File: config.mk
export PLATFORM = sky130hd
export DESIGN_NAME = blit_outer_seq
export DESIGN_NICKNAME = d
export VERILOG_FILES = /design/src/rtl/blit_outer_seq.sv
export SDC_FILE = /design/constraint.sdc
export NUM_CORES = 1
export LEC_CHECK = 0
export ABC_AREA = 1
export BUFFER_PORTS_ARGS = -buffer_cell sky130_fd_sc_hd__buf_2
export CELL_PAD_IN_SITES_DETAIL_PLACEMENT = 1
export CELL_PAD_IN_SITES_GLOBAL_PLACEMENT = 2
export CORE_MARGIN = 1.5
export CORE_UTILIZATION = 28
export CTS_CLUSTER_SIZE = 20
export DETAILED_ROUTE_END_ITERATION = 8
export PLACE_DENSITY_LB_ADDON = 0.3
export SETUP_SLACK_MARGIN = 0.05
export SLEW_MARGIN = 20
export SYNTH_ARGS = -nofsm -noshare
export SYNTH_HDL_FRONTEND = slang
export SYNTH_SLANG_ARGS = --single-unit
File: constraint.sdc
create_clock -name clk -period 1.6 [get_ports clk]
set_input_delay 0.16 -clock clk [delete_from_list [all_inputs] [get_ports clk]]
set_output_delay 0.16 -clock clk [all_outputs]
set_load 0.005 [all_outputs]
File: src/rtl/blit_outer_seq.sv
// Outer-loop control sequencer for the TOM blitter: launches one inner pass per
// outer iteration, steps the A1/A1F/A2 update strobes and decrements the outer counter.
module blit_outer_seq #(
   parameter int unsigned UPD_WAIT = 1
) (
   input  logic clk,
   input  logic resetl,
   input  logic go,
   input  logic stop,
   input  logic upda1,
   input  logic upda1f,
   input  logic upda2,
   input  logic outer0,
   input  logic inner_done,
   output logic inner_start,
   output logic a1_add,
   output logic a1f_add,
   output logic a2_add,
   output logic ocntena,
   output logic busy,
   output logic blit_done
);

   typedef enum logic [3:0] {
      S_IDLE       = 4'd0,
      S_START      = 4'd1,
      S_WAIT_INNER = 4'd2,
      S_UPD_A1     = 4'd3,
      S_UPD_A1F    = 4'd4,
      S_UPD_A2     = 4'd5,
      S_DEC        = 4'd6,
      S_CHECK      = 4'd7,
      S_DONE       = 4'd8
   } state_t;

   localparam logic [3:0] WAIT_LOAD = 4'(UPD_WAIT - 1);

   state_t     r_state;
   state_t     w_state_nxt;
   logic [3:0] r_wcnt;
   logic [3:0] w_wcnt_dec;
   logic [3:0] w_wcnt_nxt;
   logic       w_enter_upd;
   logic       w_accept;
   logic       r_f_a1;
   logic       r_f_a1f;
   logic       r_f_a2;
   logic       r_inner_start;
   logic       r_a1_add;
   logic       r_a1f_add;
   logic       r_a2_add;
   logic       r_ocntena;
   logic       r_busy;
   logic       r_blit_done;

   // stage: 0 after inner pass, 1 after A1, 2 after A1F, 3 after A2; disabled updates are skipped
   function automatic state_t next_upd(input logic [1:0] stage, input logic f_a1,
                                       input logic f_a1f, input logic f_a2);
      state_t s;
      if (stage == 2'd0 && f_a1) begin
         s = S_UPD_A1;
      end else if (stage <= 2'd1 && f_a1f) begin
         s = S_UPD_A1F;
      end else if (stage <= 2'd2 && f_a2) begin
         s = S_UPD_A2;
      end else begin
         s = S_DEC;
      end
      return s;
   endfunction

   // Next-state decode; stop overrides every transition
   always_comb begin
      w_state_nxt = r_state;
      w_wcnt_dec  = r_wcnt;
      case (r_state)
         S_IDLE: begin
            if (go) w_state_nxt = S_START;
            else    w_state_nxt = S_IDLE;
         end
         S_START:      w_state_nxt = S_WAIT_INNER;
         S_WAIT_INNER: begin
            if (inner_done) w_state_nxt = next_upd(2'd0, r_f_a1, r_f_a1f, r_f_a2);
            else            w_state_nxt = S_WAIT_INNER;
         end
         S_UPD_A1: begin
            if (r_wcnt == 4'd0) w_state_nxt = next_upd(2'd1, r_f_a1, r_f_a1f, r_f_a2);
            else                w_wcnt_dec  = r_wcnt - 4'd1;
         end
         S_UPD_A1F: begin
            if (r_wcnt == 4'd0) w_state_nxt = next_upd(2'd2, r_f_a1, r_f_a1f, r_f_a2);
            else                w_wcnt_dec  = r_wcnt - 4'd1;
         end
         S_UPD_A2: begin
            if (r_wcnt == 4'd0) w_state_nxt = S_DEC;
            else                w_wcnt_dec  = r_wcnt - 4'd1;
         end
         S_DEC:   w_state_nxt = S_CHECK;
         S_CHECK: begin
            if (outer0) w_state_nxt = S_DONE;
            else        w_state_nxt = S_START;
         end
         S_DONE:  w_state_nxt = S_IDLE;
         default: w_state_nxt = S_IDLE;
      endcase
      if (stop) begin
         w_state_nxt = S_IDLE;
      end else begin
         w_state_nxt = w_state_nxt;
      end
   end

   assign w_enter_upd = (w_state_nxt != r_state) &&
                        (w_state_nxt == S_UPD_A1 || w_state_nxt == S_UPD_A1F ||
                         w_state_nxt == S_UPD_A2);
   assign w_accept    = (r_state == S_IDLE) && go && !stop;

   // Wait counter reloads on entry to each update state so every strobe lasts UPD_WAIT cycles
   always_comb begin
      if (stop) begin
         w_wcnt_nxt = 4'd0;
      end else if (w_enter_upd) begin
         w_wcnt_nxt = WAIT_LOAD;
      end else begin
         w_wcnt_nxt = w_wcnt_dec;
      end
   end

   // State, wait counter and command flags latched at the accepted go
   always_ff @(posedge clk or negedge resetl) begin
      if (!resetl) begin
         r_state <= S_IDLE;
         r_wcnt  <= 4'd0;
         r_f_a1  <= 1'b0;
         r_f_a1f <= 1'b0;
         r_f_a2  <= 1'b0;
      end else begin
         r_state <= w_state_nxt;
         r_wcnt  <= w_wcnt_nxt;
         if (w_accept) begin
            r_f_a1  <= upda1;
            r_f_a1f <= upda1f;
            r_f_a2  <= upda2;
         end else begin
            r_f_a1  <= r_f_a1;
            r_f_a1f <= r_f_a1f;
            r_f_a2  <= r_f_a2;
         end
      end
   end

   // Outputs are registered decodes of the next state, so they track the state register exactly
   always_ff @(posedge clk or negedge resetl) begin
      if (!resetl) begin
         r_inner_start <= 1'b0;
         r_a1_add      <= 1'b0;
         r_a1f_add     <= 1'b0;
         r_a2_add      <= 1'b0;
         r_ocntena     <= 1'b0;
         r_busy        <= 1'b0;
         r_blit_done   <= 1'b0;
      end else begin
         r_inner_start <= (w_state_nxt == S_START);
         r_a1_add      <= (w_state_nxt == S_UPD_A1);
         r_a1f_add     <= (w_state_nxt == S_UPD_A1F);
         r_a2_add      <= (w_state_nxt == S_UPD_A2);
         r_ocntena     <= (w_state_nxt == S_DEC);
         r_busy        <= (w_state_nxt != S_IDLE);
         r_blit_done   <= (w_state_nxt == S_DONE);
      end
   end

   assign inner_start = r_inner_start;
   assign a1_add      = r_a1_add;
   assign a1f_add     = r_a1f_add;
   assign a2_add      = r_a2_add;
   assign ocntena     = r_ocntena;
   assign busy        = r_busy;
   assign blit_done   = r_blit_done;

endmodule

==> results.txt, run 1 <==
The run finished, with violations left. The checks that failed: negative setup slack. Counting both buffers and inverters, the worst setup path holds a total of 3. In this run the critical register-to-register path is captured at r_wcnt[1]. After floorplanning, the core was sized to cover 0.00366 sq mm. Relative to the synthesized area, the layout overhead comes to 52.6%. The clock-pin slew reported for the worst setup and hold paths after clock tree synthesis was 70 ps. The layout cell share with drive strength beyond 1 was 0.497. The run gives 0 as the final max-slew violation count. For the number of antenna violations at the first check in global routing, the log shows 0. The first TritonRoute pass finished after 4 iterations.

The path with the worst hold slack has its endpoint at r_f_a2. The reg-to-reg startpoint is r_wcnt[1]. After detailed placement, the total cell area comes to 0.00133 sq mm.

The count of nets left with antenna violations once routing finished came out at 0. The synthesized-area fraction occupied by and/or/nand/nor cells was 0.398; the final clock skew was 5.64 ps. The number of global-route vias before repair was 1,176. The final number of hold-violating endpoints came out at 0. The die covers 0.00420 sq mm.

The total inserted antenna cells is 0, and the synthesized-area fraction occupied by ao, oa, aoi and oai cells is 0.0842. The top cell types in the final layout, fill and taps aside, are 30 x buf_4, 21 x nor2_1, 18 x nand2_1. Class of the most critical setup path: flop to flop.

The cell area after layout was 0.00163 sq mm; the DRC marker count from the first detailed-route iteration was 28. The post-synthesis share of cell area spent on full adders, half adders and majority gates came out at 0.0234. In this run the register-to-register setup slack is -120 ps. The largest net degree at the start of global routing was 19; the register bit count reported by yosys was 18.

Counting cells, the worst reg-to-reg path comes to 13. Routability-driven placement finished with a final weighted congestion of 0.809. In this run the worst path has a maximum fanout of 4. After technology mapping, the gate count stands at 146. The highest ir drop seen on vdd is 0.609 mV.

For the total track usage, the log shows 0.167. Dividing the detail-routed wire length by the instance count gives 14.1 microns. In this run the most critical hold path is launched from upda2. The clock share of power came out at 0.196. After synthesis, the largest family of logic cells by area is simple AND/OR/NAND/NOR gates. The routed via count was 1,117; the data arrival time at the worst-slack endpoint was 1900 ps. The half-perimeter wire length after placement is 2390 microns. Setup violations remaining at the end of the flow were counted as 7.

The share of total power consumed by net switching works out to 0.403. Among the stages of the critical path, the cell type that occurs most often is nand2_2. The total of buffers placed on input and output ports works out to 15.

The worst setup path is captured at a flop. The final worst setup slack is -123 ps, and the longest individual stage delay on the worst path is 390 ps. Using the TritonRoute via totals, the vias-per-cell ratio works out to 4.60.

Clock tree synthesis found a total of 18 sinks. Initial cell density of the core: 0.292. A synthesized cell averages 7.33 sq um. Fraction of the yosys area taken by sequential cells: 0.421. The tools report the worst relative slew slack as 0.737.

Setup repair after global routing could not meet its margin everywhere. The worst hold path was traced through 3 stages. For the pin with the worst max-slew slack, the measured transition is 395 ps. The logs give 0 for the number of max-cap violations and 0.446 for the utilization after layout.

The XOR/XNOR share of the synthesized area is 0. In this run, distinct cell masters in the synthesized netlist total 25. The critical path goes through inv_2 > ha_4 > buf_4 > nand3_1 > nand2_2 > buf_4 > nand3_2 > nand2_2 > nand2_2 > nand2_2 > nor2_4 > nand2_4 > a21oi_2. The tree is rooted in a clkbuf_8. After layout, the design draws a total of 0.00191 W. The die is 64.8 microns wide. The logs give 1780 ps for the required arrival time at the worst endpoint and 3 for the number of buffers added by the clock tree synthesis step. The power density over the cells was 1170 mW/mm^2. For the finished layout, the period the worst path requires is 1720 ps. Measured along the y axis, the die boundary spans 64.8 microns.

The library cell used most frequently in the layout, excluding fill and tap cells, is buf_4. The wire length of the first global-routing pass was 5400 microns; the total congestion overflow was 0. The sequential cell fraction of total power is 0.322.

The net count after synthesis was 157. The I/O pin count is 16, and the number of H-tree levels is 1. Worst min-delay path category: input pin to flop. The mapped netlist covers 0.00107 sq mm.

Highest-delay cell along the critical path: dfrtp_1. The logs give 458 for the filler cell count in the final layout and 3430 microns for the routed wire length. Leakage dissipation: 0.861 nW. After the last flow step, the layout net total stands at 207.

The run gives 2 as the number of buffers on the longest clock path. The run gives 0.00114 W as the internal power of the cells. Grouping stages by cell kind, the critical path spends the most delay in simple AND/OR/NAND/NOR gates. After floorplanning, the core was divided into 22 placement rows. The share of cell area taken by muxes after synthesis works out to 0.

After detailed routing, the number of remaining DRC violations is 0. The tools report the relative contribution of combinational cells to total power as 0.483. TritonCTS built the clock tree. The switching power summed over all nets is 0.000768 W, and the post-route clock period utilization is 1.08.

The logs give 0 for the number of warnings reported in the yosys synthesis log and 250 ps for the worst-skew pair later-pin latency. The tools report the sort of element at the start of the critical path as a flop. Static timing analysis puts the maximum clock frequency at 580 MHz.
[layout make-up]
cell class	instances	area, sq um	share of cell area
multi-input combinational	107	674	0.413
sequential	18	453	0.277
timing repair buffer	46	310	0.190
inverter	20	80.1	0.0490
tap	48	60.1	0.0368
clock buffer	4	55.1	0.0337
[power by group through the flow]
stage | logic [W] | registers (W) | clock network, W
after floorplan | 0.000432 | 0.000601 | 0
final | 0.000920 | 0.000613 | 0.000373
after global placement | 0.000676 | 0.000609 | 0
after CTS | 0.000792 | 0.000605 | 0.000381
after global routing | 0.00102 | 0.000624 | 0.000397
after detailed placement | 0.000681 | 0.000612 | 0
[stage by stage]
stage	setup TNS (ps)	std cells	hold slack [ps]	worst slack [ps]
CTS	-543	236	156	-101
finish	-555	243	161	-123
floorplan	0	146	-136	59.1
detailed placement	-809	225	112	-138
global route	-1710	243	187	-257
global placement	-635	225	104	-109
[cell families after synthesis]
family / after synthesis
flip-flops: 18
AND/OR/NAND/NOR: 90
buffers and inverters: 21
AO/OA/AOI/OAI: 15
adder cells (fa/ha/maj): 2
[flip-flops by register name (all words and copies together) (netlist names)]
name,count
r_wcnt,4
a1f_add,1
r_f_a1,1
r_state,4
a2_add,1
inner_start,1
busy,1
r_f_a1f,1
r_f_a2,1
blit_done,1
ocntena,1
a1_add,1
[Yosys cell counts]
cell type / n / share of area
or2_2: 2 / 0.012
dfrtp_1: 18 / 0.42
clkbuf_1: 1 / 0.0035
a21oi_1: 9 / 0.042
nor2_4: 1 / 0.011
clkinv_1: 1 / 0.0035
nand2_1: 31 / 0.11
nand2_4: 1 / 0.011
nand4_1: 2 / 0.012
o21ai_1: 1 / 0.0047
nand3_2: 3 / 0.028
nand3_1: 12 / 0.056
nand3b_1: 2 / 0.014
o22ai_2: 1 / 0.012
ha_1: 2 / 0.023
o21ai_0: 1 / 0.0047
o211ai_1: 1 / 0.0070
nor2b_1: 1 / 0.0059
inv_1: 17 / 0.060
nand2_2: 4 / 0.023
o21a_1: 2 / 0.014
nor2_1: 26 / 0.091
inv_2: 2 / 0.0070
nor2_2: 2 / 0.012
nor3_1: 3 / 0.014
[routing by layer]
layer  GRT usage  vias up  part of all wire
li1            -      563                 -
met1       0.203      537              0.44
met2       0.302       13              0.52
met3      0.0208        4             0.024
met4      0.0559        0             0.011
met5           0        -                 0
[repair_timing]
item | CTS | global route
pin swaps | 15 | 12
hold buffers | 1 | 0
endpoints found under the hold margin | 18 | 0
buffers inserted | 8 | 7
resized for setup | 15 | 29
setup endpoints to repair | 10 | 15
[worst max path at each step]
| stage | from | to | slack, ps | depth (start not counted) |
|---|---|---|---|---|
| global route | r_wcnt[1] | r_wcnt[1] | -260 | 12 |
| finish | r_wcnt[1] | r_wcnt[1] | -120 | 13 |
| detailed placement | r_wcnt[0] | busy | -140 | 11 |
| CTS | r_wcnt[0] | r_wcnt[3] | -100 | 12 |
| global placement | r_state[1] | r_wcnt[3] | -110 | 10 |
| floorplan | r_wcnt[0] | r_wcnt[1] | 60 | 12 |
[tightest hold or removal path: cells and delay by family]
family                 cells  cell delay, ps
AO/OA/AOI/OAI              1             100
buffers and inverters      1              80
AND/OR/NAND/NOR            1              30
Power figures use the tool's default switching activity.
==> run 2, diff against run 1 <==
--- a/config.mk
+++ b/config.mk
@@ -13,7 +13,8 @@
 export CORE_UTILIZATION = 28
 export CTS_CLUSTER_SIZE = 20
 export DETAILED_ROUTE_END_ITERATION = 8
-export PLACE_DENSITY_LB_ADDON = 0.3
+export HOLD_SLACK_MARGIN = 0.15
+export PLACE_DENSITY = 0.73
 export SETUP_SLACK_MARGIN = 0.05
 export SLEW_MARGIN = 20
 export SYNTH_ARGS = -nofsm -noshare
==> run 2 against run 1 <==
The flow still finishes with violations (negative setup slack). Worst hold slack worse by 3.9 ps. Clock skew down 2.6 ps. Wire length shrank 4.9%. Register-to-register slack is essentially flat. Global-route usage is 0.29 points higher. Cell area decreased by 2.6%. Combinational power decreased by 4.6%. Highest routed layer unchanged.
==> results.txt, run 2 (synthesis gave the netlist of run 1 again) <==
The flow ran to the end, but the final reports show violations. The checks that failed: negative setup slack. The worst reg2reg path endpoint was r_wcnt[1]. The run gives 0.00111 W (-2.4%) as the internal power of the cells. Clock net sink count: 18 (unchanged). The logs give 3 (unchanged) for the number of buffers added by the clock tree synthesis step and 0.703 mV (+15%) for the highest ir drop seen on vdd. The path with the worst hold slack has its endpoint at r_f_a1. The required arrival time at the worst endpoint is 1740 ps (-40 ps). The largest net degree at the start of global routing is 19 (unchanged), and the share of total power consumed by net switching is 0.404 (+0.00112). The worst relative slew slack is 0.719 (-0.0184). The tools report the origin of the worst min-delay path as upda1. The number of global-route vias before repair is 1,231 (+4.7%).

Sort of element at the start of the critical path: a flop. Slew at the pin closest to its max-slew limit: 422 ps (+27.6 ps). Reg-to-reg startpoint: r_state[0].

The total DRC errors in the routed layout was 0 (unchanged). The total of buffers placed on input and output ports is 15 (unchanged), and the clock share of power is 0.203 (+0.007). Setup repair after global routing could not meet its margin everywhere. Traced cell by cell, the critical path runs through nand2_2 > buf_4 > nor3_1 > nor2b_2 > nand3_4 > nand2_4 > nand2_1 > nand2_1 > nand2_2 > a21oi_2. The DRC marker count from the first detailed-route iteration was 28 (unchanged); the highest achievable clock rate was 579 MHz (-0.16%). The die boundary height was 64.8 microns (unchanged).

The power density over the cells was 1170 mW/mm^2 (+0.43%). The routed via count came out at 1,108 (-0.81%). The number of rows in the core area came out at 22 (unchanged). Layout cell share with drive strength beyond 1: 0.464 (-0.0339). The slowest stage of the critical path belongs to the cell dfrtp_2. The routed length per placed instance was 13.6 microns (-3.7%).

The highest net fanout along the worst path is 5 (+1), and the relative contribution of combinational cells to total power is 0.471 (-0.012). In the layout the commonest cells are 25 x buf_4, 23 x nand2_1, 21 x nor2_1. Leakage dissipation: 0.848 nW (-1.4%).

The root buffer selected by CTS was clkbuf_8. The tools report the setup slack of the worst register-to-register path as -130 ps (about the same). The data arrival time at the worst-slack endpoint is 1870 ps (-30 ps), and the switching power summed over all nets is 0.000753 W (-1.9%). The cell area after layout came out at 0.00159 sq mm (-2.6%). The total inserted antenna cells was 0 (unchanged). The critical path endpoint category was a flop.

The number of buffers on the longest clock path was 2 (unchanged); the length of the first detailed-routing pass in iterations was 3 (-1). The utilization after layout is 0.434 (-0.0116), and the number of H-tree levels is 1 (unchanged). The worst-skew pair later-pin latency is 260 ps (about the same), and the post-detailed-route count of antenna-violating nets is 0 (unchanged). Total setup violations reported at the end of the flow: 10 (+3). The clock-pin slew reported for the worst setup and hold paths after clock tree synthesis was 70 ps (about the same); the total power consumption of the routed design was 0.00186 W (-2.2%).

The run gives -157 ps (-19.0 ps) as the worst setup slack before clock tree synthesis. For the sequential cell fraction of total power, the log shows 0.326 (+0.004). The wire length of the first global-routing pass was 5460 microns (+1.1%); the routed wire length was 3260 microns (-4.9%). The path class of the tightest hold or removal check is input pin to flop. The logs give -126 ps (-2.76 ps) for the final worst setup slack and 0 (unchanged) for the final number of hold-violating endpoints.

The final max-slew violation count was 0 (unchanged). Class of the most critical setup path: flop to flop. The largest registers in the layout are r_state (4), r_wcnt (4).

Number of max-cap violations: 0 (unchanged). The initial cell density of the core came out at 0.292 (unchanged). The tools report the total track usage as 0.170 (+0.00294). The logs give 0 (unchanged) for the number of antenna violations at the first check in global routing and 0 (unchanged) for the total congestion overflow. The run gives 463 (+1.1%) as the filler cell count in the final layout. The overall die area was 0.00420 sq mm (unchanged); the placeable core region was 0.00366 sq mm (unchanged). Final clock skew: 3.05 ps (-2.59 ps).

The half-perimeter wire length after placement is 2380 microns (-0.50%), and the number of nets in the final layout is 204 (-1.4%). The number of cells on the worst reg-to-reg path is 10 (-3), and the routability-driven placement congestion ratio is 0.801 (-1.0%). Leaving out fill and tap cells, the most frequent cell in the layout is buf_4. The cell depth of the worst hold path came out at 3 (unchanged). The chip width works out to 64.8 microns (unchanged). The longest individual stage delay on the worst path is 430 ps (+40 ps). The area growth from synthesis to layout is 48.7%. The tools report the I/O pin count as 16 (unchanged).

TritonCTS built the clock tree. The tools report the post-placement cell area as 0.00133 sq mm (unchanged). The via density per instance is 4.62 (+0.43%). The post-route clock period utilization was 1.08 (+0.00172); the post-route minimum period was 1730 ps (+2.76 ps).
run 2: cell types whose count changed in the layout (fill, tap and decap cells not counted), moves of 2 or more:
cell / change
nor2_4: -2
a21oi_1: -2
nor2_2: +2
a21oi_2: +2
nand2_1: +5
inv_4: -2
dlygate4sd3_1: +2
nand2_2: -5
buf_4: -5
run 2: repair_timing:
item	4_1_cts	5_1_grt
hold buffers	3	0
pin swaps	5	10
endpoints found under the hold margin	20	0
endpoints found under the setup margin	10	13
gates resized for setup	22	16
setup buffers	4	5
run 2: area by class of cell:
class	count	area, sq um	area share
inverter	20	80.1	0.0504
clock buffer	4	55.1	0.0346
timing repair buffer	43	293	0.184
sequential	18	453	0.285
tap	48	60.1	0.0378
multi-input combinational	107	649	0.408
run 2: per-stage QoR:
| step | instances | TNS [ps] | hold WS, ps |
|---|---|---|---|
| after floorplan | 146 | 0 | -136 |
| after global placement | 225 | -697 | 103 |
| after detailed placement | 225 | -918 | 127 |
| after CTS | 236 | -286 | 154 |
| after global routing | 240 | -1590 | 180 |
| final | 240 | -879 | 157 |
run 2: worst max-delay path by stage:
stage / from / end / cells after the start
after global placement: r_state[1] / r_wcnt[3] / 10
after global routing: r_wcnt[0] / r_wcnt[1] / 12
after floorplan: r_wcnt[0] / r_wcnt[1] / 12
after detailed placement: r_wcnt[0] / busy / 10
final: r_state[0] / r_wcnt[1] / 10
after CTS: r_state[2] / r_wcnt[1] / 11
run 2: critical path, delay by kind of cell, from the launching register on:
| kind | cells | cell delay, ps |
|---|---|---|
| simple gates | 8 | 960 |
| flops | 1 | 430 |
| buf+inv | 1 | 150 |
| compound gates | 1 | 70 |
run 2: power groups by stage:
| stage | Sequential, W | Combinational [W] | Clock (W) |
|---|---|---|---|
| 3_3_place_gp | 0.000608 | 0.000678 | 0 |
| 6_report | 0.000608 | 0.000878 | 0.000378 |
| 4_1_cts | 0.000607 | 0.000781 | 0.000394 |
| 2_1_floorplan | 0.000601 | 0.000432 | 0 |
| 5_1_grt | 0.000624 | 0.000966 | 0.000406 |
| 3_5_place_dp | 0.000610 | 0.000696 | 0 |
run 2: per-layer routing:
metal  part of all wire  vias up  routed length, microns  track usage
met2               0.50       15                    1630        0.308
li1                   -      558                       -            -
met3              0.021        7                      70       0.0226
met1               0.46      528                    1490        0.198
met5                  0        -                       0            0
met4              0.020        0                      64       0.0718
==> run 3, diff against run 2 <==
--- a/config.mk
+++ b/config.mk
@@ -5,14 +5,13 @@
 export SDC_FILE = /design/constraint.sdc
 export NUM_CORES = 1
 export LEC_CHECK = 0
-export ABC_AREA = 1
-export BUFFER_PORTS_ARGS = -buffer_cell sky130_fd_sc_hd__buf_2
 export CELL_PAD_IN_SITES_DETAIL_PLACEMENT = 1
 export CELL_PAD_IN_SITES_GLOBAL_PLACEMENT = 2
 export CORE_MARGIN = 1.5
-export CORE_UTILIZATION = 28
+export CORE_UTILIZATION = 35
 export CTS_CLUSTER_SIZE = 20
 export DETAILED_ROUTE_END_ITERATION = 8
+export DONT_BUFFER_PORTS = 1
 export HOLD_SLACK_MARGIN = 0.15
 export PLACE_DENSITY = 0.73
 export SETUP_SLACK_MARGIN = 0.05
==> run 3 against run 2 <==
The flow still finishes with violations (negative setup slack). Clock power down 22%. Register-to-register slack worse by 460 ps. Flip-flop and latch count stayed put. Synthesized area is 6.9% higher. Clock skew increased by 9.6 ps. Maximum frequency is 21% lower. Power up 35%. Wire length grew 26%. Global-route usage up 5.7 points. First-iteration DRC count is 3.6% higher. Critical endpoint is now r_wcnt[2]. Largest cell class unchanged. Highest routed layer unchanged.
==> results.txt, run 3 <==
The clock-pin slew reported for the worst setup and hold paths after clock tree synthesis was 120 ps (+50 ps). Count of distinct cell types in the synthesized netlist: 48 (+92%). The total of buffers placed on input and output ports works out to 0 (-15).

By area the synthesized netlist is led by dfrtp_1 39%, nor2_1 4.6%, mux2_2 3.9%. The highest net fanout along the worst path works out to 4 (-1). For the number of rows in the core area, the log shows 20 (-9.1%).

The routed via count was 1,152 (+4.0%). The number of buffers added by the clock tree synthesis step is 3 (unchanged). The fraction of the yosys area taken by sequential cells was 0.394 (-0.0272); the filler cell count in the final layout was 344 (-26%). The global routing stage identified its most utilized layer as met2. The via density per instance works out to 5.38 (+17%). The power density over the cells is 1380 mW/mm^2 (+18%), and the utilization after layout is 0.590 (+0.155).

The routed length per placed instance is 19.2 microns (+41%). The run gives 0.00114 sq mm (+6.9%) as the area of the mapped netlist. Setup repair after global routing could not meet its margin everywhere. The number of cells on the worst reg-to-reg path was 9 (-1).

The tools report the required arrival time at the worst endpoint as 1790 ps (+50 ps). The final number of hold-violating endpoints was 0 (unchanged). The half-perimeter wire length after placement is 2620 microns (+9.8%), and the layout cell share with drive strength beyond 1 is 0.518 (+0.0541). The worst relative slew slack was 0.423 (-0.296); the die boundary height was 60.2 microns (-7.2%). Share of the synthesized area in the top cell type: 0.394 (-0.0272). Leaving out fill and tap cells, the most frequent cell in the layout is buf_4. Count of flip-flops with a built-in enable after synthesis: 0 (unchanged). The leakage dissipation came out at 0.822 nW (-3.1%). The tools report the root buffer selected by CTS as clkbuf_4.

The tools report the DRC marker count from the first detailed-route iteration as 29 (+3.6%). By count the netlist is led by 18 x dfrtp_1, 14 x nor2_1, 8 x nand2_1. The logs give 0 (unchanged) for the number of antenna violations at the first check in global routing and 19 (unchanged) for the largest net degree at the start of global routing.

TritonCTS built the clock tree. The routability-driven placement congestion ratio is 0.849 (+6.0%), and the total DRC errors in the routed layout is 0 (unchanged). The tools report the register cell area after layout as 454 sq um (+0.28%). The number of max-cap violations is 0 (unchanged), and the cell depth of the worst hold path is 2 (-1). The tools report the number of H-tree levels as 1 (unchanged).

The flow ran to the end, but the final reports show violations. In the final layout, the registers with the most flip-flops are r_state (4), r_wcnt (4). Chip width: 60.2 microns (-7.2%).

The total inserted antenna cells is 0 (unchanged), and the final worst setup slack is -589 ps (-463 ps). The logs give 230 ps (+72.8 ps) for the final worst hold slack and 1,185 (-3.7%) for the number of global-route vias before repair. The tools report the initial cell density of the core as 0.372 (+0.0793). The length of the first detailed-routing pass in iterations is 4 (+1), and the highest ir drop seen on vdd is 0.872 mV (+24%).

Footprint of the multi-input gates: 817 sq um (+26%). The logs give 0 (unchanged) for the post-detailed-route count of antenna-violating nets and 0.287 (-0.039) for the sequential cell fraction of total power. The logs give 0.596 (+0.125) for the relative contribution of combinational cells to total power and 0.402 (+0.0942) for the met2 usage.

The worst-skew pair later-pin latency came out at 310 ps (+50 ps). The placeable core region was 0.00308 sq mm (-16%). The checks that failed: negative setup slack. The cell count after synthesis came out at 117 (-20%). The tools report the number of buffers on the longest clock path as 2 (unchanged).

Among all flip-flop cells after synthesis, the most frequent one is dfrtp_1. The run gives 0.00104 W (+38%) as the switching power summed over all nets. The tools report the total track usage as 0.227 (+0.0568). The number of nets in the final layout is 182 (-11%), and the I/O pin count is 16 (unchanged).

The tools report the met1 global-route usage as 0.288 (+0.0893). Sort of element at the start of the critical path: a flop. The share of flip-flops with an asynchronous set or reset after synthesis was 1.00 (unchanged); the data arrival time at the worst-slack endpoint was 2380 ps (+510 ps). For the wire length of the first global-routing pass, the log shows 5890 microns (+8.0%). For the final clock skew, the log shows 12.6 ps (+9.59 ps). Class of the most critical setup path: flop to flop.

The overall die area came out at 0.00362 sq mm (-14%). The number of warnings reported in the yosys synthesis log was 0 (unchanged); the clock share of power was 0.118 (-0.085). The clock net sink count is 18 (unchanged), and the post-synthesis average cell area is 9.77 sq um (+33%).

Met3 track demand over resource in global routing: 0.0411 (+0.0186). Total congestion overflow: 0 (unchanged). The register bit count reported by yosys was 18 (unchanged). Share of total power consumed by net switching: 0.416 (+0.0118).

The cell type contributing the most total cell area after synthesis was dfrtp_1. The internal power of the cells is 0.00147 W (+32%), and the routed wire length is 4110 microns (+26%). In the layout the commonest cells are 43 x buf_4, 15 x dfrtp_1, 9 x nor2_1.

The tools report the final max-slew violation count as 0 (unchanged). The tools report the critical path endpoint category as a flop. The area growth from synthesis to layout is 58.8%.

The tools report the total power consumption of the routed design as 0.00251 W (+35%). The net count after synthesis was 128 (-18%). Among all cell types in the netlist, the one instantiated most often is dfrtp_1. The total setup violations reported at the end of the flow was 13 (+3); the slew at the pin closest to its max-slew limit was 863 ps (+441 ps). Worst min-delay path category: input pin to flop. Highest achievable clock rate: 457 MHz (-21%). The post-route clock period utilization is 1.37 (+0.289), and the post-route minimum period is 2190 ps (+463 ps).
==> run 3: final timing paths <==
kind | start | slack, ps | end
worst max register to register | r_wcnt[0] | -590 | r_wcnt[2]
worst max-delay path | r_wcnt[0] | -590 | r_wcnt[2]
max in group asynchronous | resetl | 610 | r_state[3]
worst min-delay path | outer0 | 230 | r_state[3]
worst min register to register | r_f_a1f | 620 | r_f_a1f
min in group asynchronous | resetl | 390 | blit_done
==> run 3: cell families (layout without fill, tap and decap cells) <==
kind of cell,Yosys count,after routing,synth area share
AOI/OAI and AO/OA,27,27,0.188
xor gates and xnor gates,4,4,0.0306
adders and majority gates,2,2,0.0219
buffers and inverters,10,63,0.0416
DFF,18,18,0.394
muxes,5,5,0.0514
and+or+nand+nor,51,51,0.272
==> run 3: power groups by stage <==
stage / Sequential, W / Combinational [W] / Clock, W
6_report: 0.000719 / 0.00149 / 0.000295
3_5_place_dp: 0.000709 / 0.00107 / 0
3_3_place_gp: 0.000695 / 0.00105 / 0
2_1_floorplan: 0.000649 / 0.000653 / 0
5_1_grt: 0.000739 / 0.00158 / 0.000316
4_1_cts: 0.000703 / 0.00123 / 0.000301
==> run 3: layout make-up <==
| type | instances | area share |
|---|---|---|
| Sequential cell | 18 | 0.250 |
| Multi-Input combinational cell | 89 | 0.450 |
| Inverter | 6 | 0.0138 |
| Clock buffer | 4 | 0.0200 |
| Tap cell | 44 | 0.0303 |
| Timing Repair Buffer | 53 | 0.236 |
==> run 3: timing repair <==
action                                  in CTS  in global routing
hold endpoints to repair                    27                  0
buffers inserted                             2                  7
pin swaps                                    3                  9
gates resized for setup                     19                 18
cloned                                       0                  0
endpoints found under the setup margin      16                 16
hold buffers                                 6                  0
==> run 3: worst max-delay path, cell delays in order (launching register included) <==
cell and delay (ps):
dfrtp_1 420, inv_2 90, ha_4 140, nor3b_4 300
mux2_4 350, buf_4 140, nor2_4 140, a21boi_4 90
mux2i_2 280, a21oi_1 120
==> run 3: metal layers <==
metal  part of all wire  routed length [microns]
met1               0.42                     1710
met3              0.029                      117
met5                  0                        0
met4              0.027                      110
met2               0.53                     2170
==> run 3: metrics by stage <==
step           worst slack, ps  instances  setup TNS, ps  cell area [sq um]
6_report                  -589        214          -6410               1820
3_3_place_gp              -587        196          -4350               1490
3_5_place_dp              -682        196          -5570               1490
4_1_cts                   -527        208          -5060               1680
5_1_grt                   -644        214          -6920               1820
2_1_floorplan             -353        117          -2080               1170
